$ cat src/rtl/shared_counter_n_if.sv
// Bus bundle for shared_counter_n: per-port write lanes/requests, count enable,
// and the stored value with its status pulses.
interface shared_counter_n_if #(
  parameter int WIDTH  = 9,
  parameter int NPORTS = 2
);
  localparam int OW = (NPORTS > 1) ? $clog2(NPORTS) : 1;

  logic [NPORTS*WIDTH-1:0] wrdata;
  logic [NPORTS-1:0]       wr;
  logic                    inc;
  logic [WIDTH-1:0]        value;
  logic                    busy;
  logic [OW-1:0]           owner;
  logic                    done;
  logic                    wrap;

  modport master (output wrdata, wr, inc, input value, busy, owner, done, wrap);
  modport slave  (input wrdata, wr, inc, output value, busy, owner, done, wrap);
endinterface

$ cat src/rtl/shared_counter_n.sv
// Shared counter with NPORTS writers: a granted port holds the block until it drops wr.
// Define SHARED_COUNTER_RR_EN for round-robin grants; default is fixed lowest-index priority.
module shared_counter_lane #(
  parameter int WIDTH = 9
) (
  input  logic             sel,
  input  logic [WIDTH-1:0] data,
  output logic [WIDTH-1:0] masked
);
  assign masked = sel ? data : '0;
endmodule

module shared_counter_n #(
  parameter int WIDTH  = 9,
  parameter int NPORTS = 2
) (
  input logic clk,
  input logic rst,
  shared_counter_n_if.slave bus
);
  localparam int OW = (NPORTS > 1) ? $clog2(NPORTS) : 1;

  typedef enum logic {IDLE, HOLD} state_t;

  state_t                        state, state_nx;
  logic [WIDTH-1:0]              value_q, value_nx, hold_q, hold_nx, cap;
  logic [OW-1:0]                 owner_q, owner_nx, grant;
  logic                          done_q, done_nx, wrap_q, wrap_nx;
  logic [NPORTS-1:0]             gnt_oh;
  logic [NPORTS-1:0][WIDTH-1:0]  lane_in, lane_out;

  assign lane_in = bus.wrdata;

`ifdef SHARED_COUNTER_RR_EN
  logic [OW-1:0] rr_ptr;

  // Walk from farthest to nearest so the port right after rr_ptr wins.
  always_comb begin
    grant = '0;
    for (int k = NPORTS; k >= 1; k--)
      if (bus.wr[(int'(rr_ptr) + k) % NPORTS]) grant = OW'((int'(rr_ptr) + k) % NPORTS);
  end

  always_ff @(posedge clk or posedge rst)
    if (rst) rr_ptr <= OW'(NPORTS - 1);
    else if (state == IDLE && |bus.wr) rr_ptr <= grant;
`else
  always_comb begin
    grant = '0;
    for (int i = NPORTS - 1; i >= 0; i--)
      if (bus.wr[i]) grant = OW'(i);
  end
`endif

  always_comb
    for (int i = 0; i < NPORTS; i++) gnt_oh[i] = (grant == OW'(i));

  genvar g;
  generate
    for (g = 0; g < NPORTS; g++) begin : g_lane
      shared_counter_lane #(.WIDTH(WIDTH)) u_lane (
        .sel    (gnt_oh[g]),
        .data   (lane_in[g]),
        .masked (lane_out[g])
      );
    end
  endgenerate

  always_comb begin
    cap = '0;
    for (int i = 0; i < NPORTS; i++) cap = cap | lane_out[i];
  end

  always_ff @(posedge clk or posedge rst)
    if (rst) begin
      state   <= IDLE;
      value_q <= '0;
      hold_q  <= '0;
      owner_q <= '0;
      done_q  <= 1'b0;
      wrap_q  <= 1'b0;
    end else begin
      state   <= state_nx;
      value_q <= value_nx;
      hold_q  <= hold_nx;
      owner_q <= owner_nx;
      done_q  <= done_nx;
      wrap_q  <= wrap_nx;
    end

  // Writes beat inc; inc is simply lost while any request or ownership exists.
  always_comb begin
    state_nx = state;
    value_nx = value_q;
    hold_nx  = hold_q;
    owner_nx = owner_q;
    done_nx  = 1'b0;
    wrap_nx  = 1'b0;
    case (state)
      IDLE:
        if (|bus.wr) begin
          hold_nx  = cap;
          owner_nx = grant;
          state_nx = HOLD;
        end else if (bus.inc) begin
          value_nx = value_q + 1'b1;
          wrap_nx  = &value_q;
        end
      HOLD:
        if (!bus.wr[owner_q]) begin
          value_nx = hold_q;
          done_nx  = 1'b1;
          state_nx = IDLE;
        end
    endcase
  end

  assign bus.value = value_q;
  assign bus.busy  = (state == HOLD);
  assign bus.owner = owner_q;
  assign bus.done  = done_q;
  assign bus.wrap  = wrap_q;
endmodule
$ cat src/flat_wrapper.sv
// flat-port wrapper written by rule: the top's interface ports become plain ports
module shared_counter_n_flat 
#(
  parameter int WIDTH  = 9,
  parameter int NPORTS = 2
)
  (clk, rst, bus_wrdata, bus_wr, bus_inc, bus_value, bus_busy, bus_owner, bus_done, bus_wrap);
  shared_counter_n_if #(.WIDTH(WIDTH), .NPORTS(NPORTS)) bus_i ();
  input logic clk;
  input logic rst;
  input wire logic [$bits(bus_i.wrdata)-1:0] bus_wrdata;
  input wire logic [$bits(bus_i.wr)-1:0] bus_wr;
  input wire logic [$bits(bus_i.inc)-1:0] bus_inc;
  output wire logic [$bits(bus_i.value)-1:0] bus_value;
  output wire logic [$bits(bus_i.busy)-1:0] bus_busy;
  output wire logic [$bits(bus_i.owner)-1:0] bus_owner;
  output wire logic [$bits(bus_i.done)-1:0] bus_done;
  output wire logic [$bits(bus_i.wrap)-1:0] bus_wrap;
  assign bus_i.wrdata = bus_wrdata;
  assign bus_i.wr = bus_wr;
  assign bus_i.inc = bus_inc;
  assign bus_value = bus_i.value;
  assign bus_busy = bus_i.busy;
  assign bus_owner = bus_i.owner;
  assign bus_done = bus_i.done;
  assign bus_wrap = bus_i.wrap;
  shared_counter_n #(.WIDTH(WIDTH), .NPORTS(NPORTS)) u_core (.clk(clk), .rst(rst), .bus(bus_i));
endmodule
$ cat config.mk
export PLATFORM = sky130hd
export DESIGN_NAME = shared_counter_n_flat
export DESIGN_NICKNAME = d
export VERILOG_FILES = /design/src/rtl/shared_counter_n_if.sv /design/src/rtl/shared_counter_n.sv /design/src/flat_wrapper.sv
export SDC_FILE = /design/constraint.sdc
export NUM_CORES = 1
export LEC_CHECK = 0
export BUFFER_PORTS_ARGS = -buffer_cell sky130_fd_sc_hd__buf_2
export CAP_MARGIN = 0
export CORE_MARGIN = 2
export CORE_UTILIZATION = 45
export CTS_BUF_LIST = sky130_fd_sc_hd__clkbuf_2
export CTS_CLUSTER_DIAMETER = 100
export DETAILED_ROUTE_END_ITERATION = 12
export GPL_TIMING_DRIVEN = 0
export PLACE_DENSITY = 0.73
export SYNTH_ARGS = -nofsm -noshare
export SYNTH_HDL_FRONTEND = slang
export SYNTH_SLANG_ARGS = --single-unit
$ cat constraint.sdc
create_clock -name clk -period 2.2 [get_ports clk]
set_input_delay 0.33 -clock clk [delete_from_list [all_inputs] [get_ports clk]]
set_output_delay 0.33 -clock clk [all_outputs]
set_load 0.02 [all_outputs]
Word level (Yosys, flattened, before mapping)
Cells that the tools add are included.

Flip-flop bits (word level): 22. Input bits: 23. Output and inout bits: 13.

Eq/ne operators: 3. Reductions and logical operators: 4. Bitwise logic cells: 2. $add $sub $neg: 1. Order comparisons: 1. Muxes and demuxes: 18.

Operator list (count): 2-to-1 mux 9 bit (5); case mux 9 bit (2 select lines) (1); 2-to-1 mux 1 bit (11); adder 9 x 1 -> 9 bit (second input constant) (1); bitwise OR 9 bit (1); AND reduction 9 bit (1); inequality test 2 bit (second input constant) (3); AND reduction 3 bit (1); less-than comparator 1 x 2 -> 1 bit (second input constant) (1); case mux 1 bit (2 select lines) (1); AND reduction 2 bit (1); OR reduction 2 bit (1); inverter 1 bit (1).

Depth between registers and ports, before layout
Gate-level depths: netlist of run 1.

Depth in word-level cells: 4. Depth in mapped cells: 6.

Modules after synthesis
Synthesis of run 1 repeated with hierarchy kept, for this count alone.

Cell total of the unflattened synthesis: 132. Area total of the unflattened synthesis: 1173.6 um^2.

Modules (own cells, without submodules): shared_counter_n (instances 1, area each 1061.0 um^2, cells each 114, sequential area each 550.5 um^2); shared_counter_lane (instances 2, area each 56.3 um^2, cells each 9, sequential area each 0.0 um^2).

Worst setup path after synthesis of run 1
No wires, ideal clock.

Path kind: register to register. From: register u_core.value_q[0], in the netlist u_core.bus.value[0]. To: register u_core.value_q[8], in the netlist u_core.bus.value[8]. Setup time: 0.123 ns. Arrival: 1.434 ns. Clock period less this slack: 1.557 ns. Slack: 0.643 ns. Stages on the path, launching flop included: 7. Required time: 2.077 ns. Cell sequence: dfrtp_1 ha_1 nand2_1 nor3_1 ha_1 mux2i_1 a21oi_1.

Longest elaborated chain between the ends: 4.

RTL lines: start: declaration (RTL line shared_counter_n.sv:26) `logic [WIDTH-1:0] value_q, value_nx, hold_q, hold_nx, cap;`; start signal: assignment (RTL line shared_counter_n.sv:84) `value_q <= value_nx;`; adder 9 x 1 -> 9 bit (RTL line shared_counter_n.sv:106) `value_nx = value_q + 1'b1;`; 2-to-1 mux 9 bit (RTL line shared_counter_n.sv:105) `end else if (bus.inc) begin`; 2-to-1 mux 9 bit (RTL line shared_counter_n.sv:101) `if (|bus.wr) begin`; case mux 9 bit (2 select lines) (RTL line shared_counter_n.sv:99) `case (state)`.

No other way between the ends. The select of a mux whose other input is x is not followed. A chain may end at the register's enable or synchronous reset.

Worst setup path in the final report of run 1
Same ends and word-level chain as after synthesis.

==> flow_summary.json, run 1 <==
{
  "outcome": "completed",
  "overflow": 0,
  "hp-class": "in2async",
  "dp_hpwl_um": 1830,
  "hold_ws_ns": 0.135,
  "post-route-min-period_ns": 1.59,
  "critical_path.slowest_cell": "dfrtp_1",
  "grt_start_max_net_pins": 23,
  "num_vias": 985,
  "power.internal_mw": 0.830,
  "numPortBuffers": 35,
  "final_common_cell": "buf_2",
  "setup_viol": 0,
  "power.leakage_nw": 0.644,
  "grt_usage_pct": 19.2,
  "max_freq_ghz": 0.629,
  "end_kind": "flop",
  "switching_power_mw": 0.649,
  "synth_area_um2": 1110,
  "r2r-start": "u_core.bus.value[0]",
  "dr.pass1.iters": 4,
  "chipHeight_um": 53.6,
  "p_seq_share_pct": 45.9,
  "die_area_um2": 2880,
  "synth_area_leaders": "dfrtp_1 (50%), a21oi_1 (6.3%), o21ai_0 (6.3%), a22oi_1 (6.1%), nand2_1 (5.4%)",
  "clkSinkCount": 22,
  "grt_pass1_wl_um": 4020,
  "postCtsSetupBuffers": 0,
  "synth.avg_cell_area_um2": 9.47,
  "antenna_found_initial": 0,
  "pin_count": 36,
  "switching_share_pct": 43.9,
  "crit_chain": "ha_1, nand2_1, nor3_1, ha_1, mux2i_1, a21oi_1",
  "worst_slew_pin_slew_ns": 0.815,
  "cts_tree": "built",
  "postSynthCellCount": 117,
  "clk_pin_slew_worst_paths_ns": 0.19,
  "crit_path_start_kind": "flop",
  "cts-root-buf": "clkbuf_2",
  "die_w_um": 53.6,
  "timing.critical_path.buf_inv": 0,
  "row_count": 17,
  "crit_family": "adder cells",
  "combPwrFrac_pct": 43.9,
  "grt_setup_unrepaired": "false",
  "clock_latency_ns": 0.31,
  "routedWlPerCell_um": 12.9,
  "powerDensity_nw_per_um2": 1110,
  "fin_crit_sh_pct": 72.3,
  "required_ns": 2.43,
  "diodes": 0,
  "crit_path_start": "u_core.bus.value[0]",
  "cts_htree_levels": 1,
  "cts_buffers": 3,
  "cts_hold_buf": 0,
  "maxCapViolCount": 0,
  "relSlewSlack_pct": 45.6,
  "cts_buffer_depth": 2,
  "yosysTopAreaCell": "dfrtp_1",
  "ys_ff_latch": 22,
  "wirelength_um": 2370,
  "coreArea_um2": 2280,
  "arrival_ns": 1.82,
  "synth_top_area_share_pct": 49.7,
  "num-fill-cells": 225,
  "hold_violations": 0,
  "crit_fanout": 5,
  "layout_common_cells": "buf_2 (36), dfrtp_1 (22), nand2_1 (16)",
  "finalMaxSlewViolations": 0,
  "critPathMostFrequentCell": "ha_1",
  "grt_pass1_vias": 946,
  "initial_core_util_pct": 48.7,
  "drc_errors": 0,
  "path_class": "reg2reg",
  "fin_worst_skew_ns": 0.00143,
  "post_cts_resized": 0,
  "slowest_delay_ns": 0.49,
  "drive_gt1_share_pct": 31.0,
  "yosysWarnings": 0,
  "post_synth_num_cell_types": 30,
  "tns_ns": 0,
  "drtIter0Drc": 22,
  "viasPerCell": 5.38,
  "fin_nets": 182,
  "detail-route-antenna-nets": 0,
  "seq_area_frac_synth_pct": 49.7,
  "max-vdd-ir-drop_v": 0.000639,
  "gp_congestion": 0.897,
  "power.share.clock_pct": 10.2,
  "areaGrowthSynthToFinish_pct": 20.3,
  "synth_fp_nets": 142
}
-- cell usage after synthesis --
library cell and number:
dfrtp_1 22, a21oi_1 14, nor2b_1 1, buf_4 1, or2_2 1, a22o_4 1, a211oi_2 1, o21ai_0 14
buf_2 1, buf_6 1, clkbuf_2 1, a32o_1 1, o22ai_1 1, nand2_1 16, and3_1 1, o32ai_1 1
a31oi_2 1, or3_1 1, nor2_1 5, o21ai_2 1, inv_1 5, nor3_1 2, and2_1 2, clkbuf_1 2
a21oi_2 1, ha_1 2, mux2i_1 3, a22oi_1 9, nand3_1 4, o2bb2ai_1 1
-- cells by family after synthesis --
logic type	Yosys count	synth area share, %
adders and majority gates	2	2.26
AOI/OAI and AO/OA	46	27.2
muxes	3	2.71
buffers and inverters	11	4.97
and+or+nand+nor	33	13.2
DFF	22	49.7
-- final cells by class --
type	count	area, um2	area share [%]
buffer	6	36.3	2.72
clock buffer	3	15.0	1.13
inverter	5	18.8	1.41
multi-input combinational	84	503	37.7
sequential	22	551	41.3
tap	28	35.0	2.63
timing repair buffer	35	175	13.1
-- metrics by stage --
stage	setup WS, ns	std cells	utilization, %	area [um2]	total power [mW]
floorplan	0.643	117	-	1110	1.12
global placement	0.643	180	57.9	1320	1.31
detailed placement	0.621	180	57.9	1320	1.34
CTS	0.599	183	58.6	1330	1.49
global route	0.461	183	58.6	1330	1.59
finish	0.609	183	58.6	1330	1.48
-- path summary, 6_finish.rpt --
path / slack (ns) / to / depth (start not counted)
max: 0.61 / u_core.bus.value[8] / 6
min: 0.14 / u_core.hold_q[6] / 2
max reg2reg: 0.61 / u_core.bus.value[8] / 6
min reg2reg: 0.51 / u_core.hold_q[1] / 2
max in group asynchronous: 1.57 / u_core.bus.value[0] / 2
min in group clk: 0.29 / u_core.hold_q[7] / 3
-- registers in the layout, summed over array words and instances, names as in the netlist --
| signal | flops |
|---|---|
| u_core.bus.wrap | 1 |
| u_core.bus.busy | 1 |
| u_core.bus.done | 1 |
| u_core.bus.value | 9 |
| u_core.hold_q | 9 |
| u_core.bus.owner | 1 |
-- metal layers --
layer	vias up	track usage (%)	routed length, um
met5	-	0	0
met4	0	7.26	9
met3	2	3.06	144
met2	38	33.3	1150
met1	446	24.0	1060
li1	499	-	-
-- worst register-to-register path, cell delays in order (launching register included) --
cell	delay, ns
dfrtp_1	0.49
ha_1	0.24
nand2_1	0.10
nor3_1	0.20
ha_1	0.27
mux2i_1	0.13
a21oi_1	0.08
-- power by group through the flow --
stage | registers (mW) | clock network, mW | logic [mW]
after CTS | 0.679 | 0.157 | 0.654
after detailed placement | 0.689 | 0 | 0.651
final | 0.679 | 0.151 | 0.650
after global routing | 0.703 | 0.161 | 0.728
after global placement | 0.676 | 0 | 0.634
after floorplan | 0.779 | 0 | 0.341
Power figures use the tool's default switching activity.
==> inputs of run 2 (changes only) <==
==> constraint.sdc (replaced) <==
create_clock -name clk -period 1.6 [get_ports clk]
set_input_delay 0.24 -clock clk [delete_from_list [all_inputs] [get_ports clk]]
set_output_delay 0.24 -clock clk [all_outputs]
set_load 0.02 [all_outputs]
==> flow_summary.json, run 2 (synthesis gave the netlist of run 1 again) <==
{
  "overflow": 0,
  "finalMaxSlewViolations": 0,
  "clock_latency_ns": 0.31,
  "cts_buffers": 3,
  "coreArea_um2": 2280,
  "fin_crit_sh_pct": 92.0,
  "maxCapViolCount": 0,
  "end_kind": "flop",
  "grt_pass1_wl_um": 4020,
  "areaGrowthSynthToFinish_pct": 22.9,
  "crit_path_start_kind": "flop",
  "drive_gt1_share_pct": 33.5,
  "utilization_pct": 59.9,
  "fin_worst_skew_ns": 0.00179,
  "num_vias": 1011,
  "wirelength_um": 2400,
  "row_count": 17,
  "fin_nets": 185,
  "die_w_um": 53.6,
  "diodes": 0,
  "tns_ns": 0,
  "routedWlPerCell_um": 12.9,
  "clkSinkCount": 22,
  "dr.pass1.iters": 4,
  "stdcell_count": 186,
  "place_inst": 180,
  "cts_tree": "built",
  "powerDensity_nw_per_um2": 1550,
  "power.leakage_nw": 0.657,
  "post-route-min-period_ns": 1.47,
  "num-fill-cells": 220,
  "cts-root-buf": "clkbuf_2",
  "worst_slew_pin_slew_ns": 0.817,
  "pin_count": 36,
  "grt_setup_unrepaired": "false",
  "grt_pass1_vias": 946,
  "layout_common_cells": "buf_2 (36), dfrtp_1 (21), nand2_1 (16)",
  "gp_congestion": 0.897,
  "relSlewSlack_pct": 45.5,
  "arrival_ns": 1.70,
  "dp_hpwl_um": 1830,
  "drtIter0Drc": 24,
  "path_class": "reg2reg",
  "drc_errors": 0,
  "crit_fanout": 4,
  "hp-class": "in2async",
  "grt_usage_pct": 19.2,
  "clk_pin_slew_worst_paths_ns": 0.19,
  "outcome": "completed",
  "required_ns": 1.83,
  "cts_htree_levels": 1,
  "detail-route-antenna-nets": 0,
  "max-vdd-ir-drop_v": 0.000883,
  "cts_buffer_depth": 2,
  "max_freq_ghz": 0.679,
  "cts_hold_buf": 0,
  "chipHeight_um": 53.6,
  "die_area_um2": 2880,
  "setup_viol": 0,
  "grt_start_max_net_pins": 23,
  "numPortBuffers": 35,
  "antenna_found_initial": 0,
  "hold_violations": 0,
  "initial_core_util_pct": 48.7,
  "final_common_cell": "buf_2",
  "hold_ws_ns": 0.0442,
  "viasPerCell": 5.44
}
## run 2: worst max-delay path, cell delays in order (launching register included)
cell     delay, ns
dfrtp_1       0.42
ha_1          0.21
nand2_1       0.12
nor3_2        0.18
ha_1          0.25
mux2i_1       0.13
a21oi_1       0.08
## run 2: cell type report
type                    count  area (um2)  area share, %
plain buffers               6        36.3           2.66
clock buffers               3        15.0           1.10
inverters                   5        18.8           1.38
multi-input cells          84         508           37.3
flip-flops and latches     22         552           40.5
well taps                  28        35.0           2.57
repair buffers             38         198           14.5
## run 2: final timing paths
check                                     from                  end  slack, ns  cells after the start
max                        u_core.bus.value[1]  u_core.bus.value[8]       0.13                      6
min                                        rst     u_core.hold_q[6]       0.04                      2
max reg2reg                u_core.bus.value[1]  u_core.bus.value[8]       0.13                      6
min reg2reg                   u_core.hold_q[1]     u_core.hold_q[1]       0.51                      2
max in group asynchronous                  rst  u_core.bus.value[0]       1.00                      2
min in group clk                bus_wrdata[16]     u_core.hold_q[7]       0.20                      3
## run 2: through the flow
step / setup slack, ns / total power, mW / cell area (um2)
after floorplan: 0.0433 / 1.54 / 1110
after global placement: 0.0429 / 1.80 / 1320
after detailed placement: 0.0210 / 1.84 / 1320
after CTS: 0.0525 / 2.05 / 1340
after global routing: 0.0178 / 2.26 / 1360
final: 0.128 / 2.11 / 1360
## run 2: report_power, final
group          total [mW]  switching [mW]  internal, mW
sequential          0.926           0.179         0.747
combinational       0.972           0.579         0.393
clock               0.208           0.157        0.0511
total                2.11           0.915          1.19
## run 2: metal layers
| layer | routed length (um) | part of all wire, % | global-route usage (%) |
|---|---|---|---|
| met1 | 1100 | 46 | 24.0 |
| met2 | 1170 | 49 | 33.3 |
| met3 | 131 | 5.5 | 3.06 |
| met4 | 9 | 0.37 | 7.26 |
| met5 | 0 | 0 | 0 |
## run 2: timing repair
item | 4_1_cts | 5_1_grt
gates resized for setup | 1 | 1
endpoints found under the setup margin | 1 | 1
setup buffers | 0 | 3
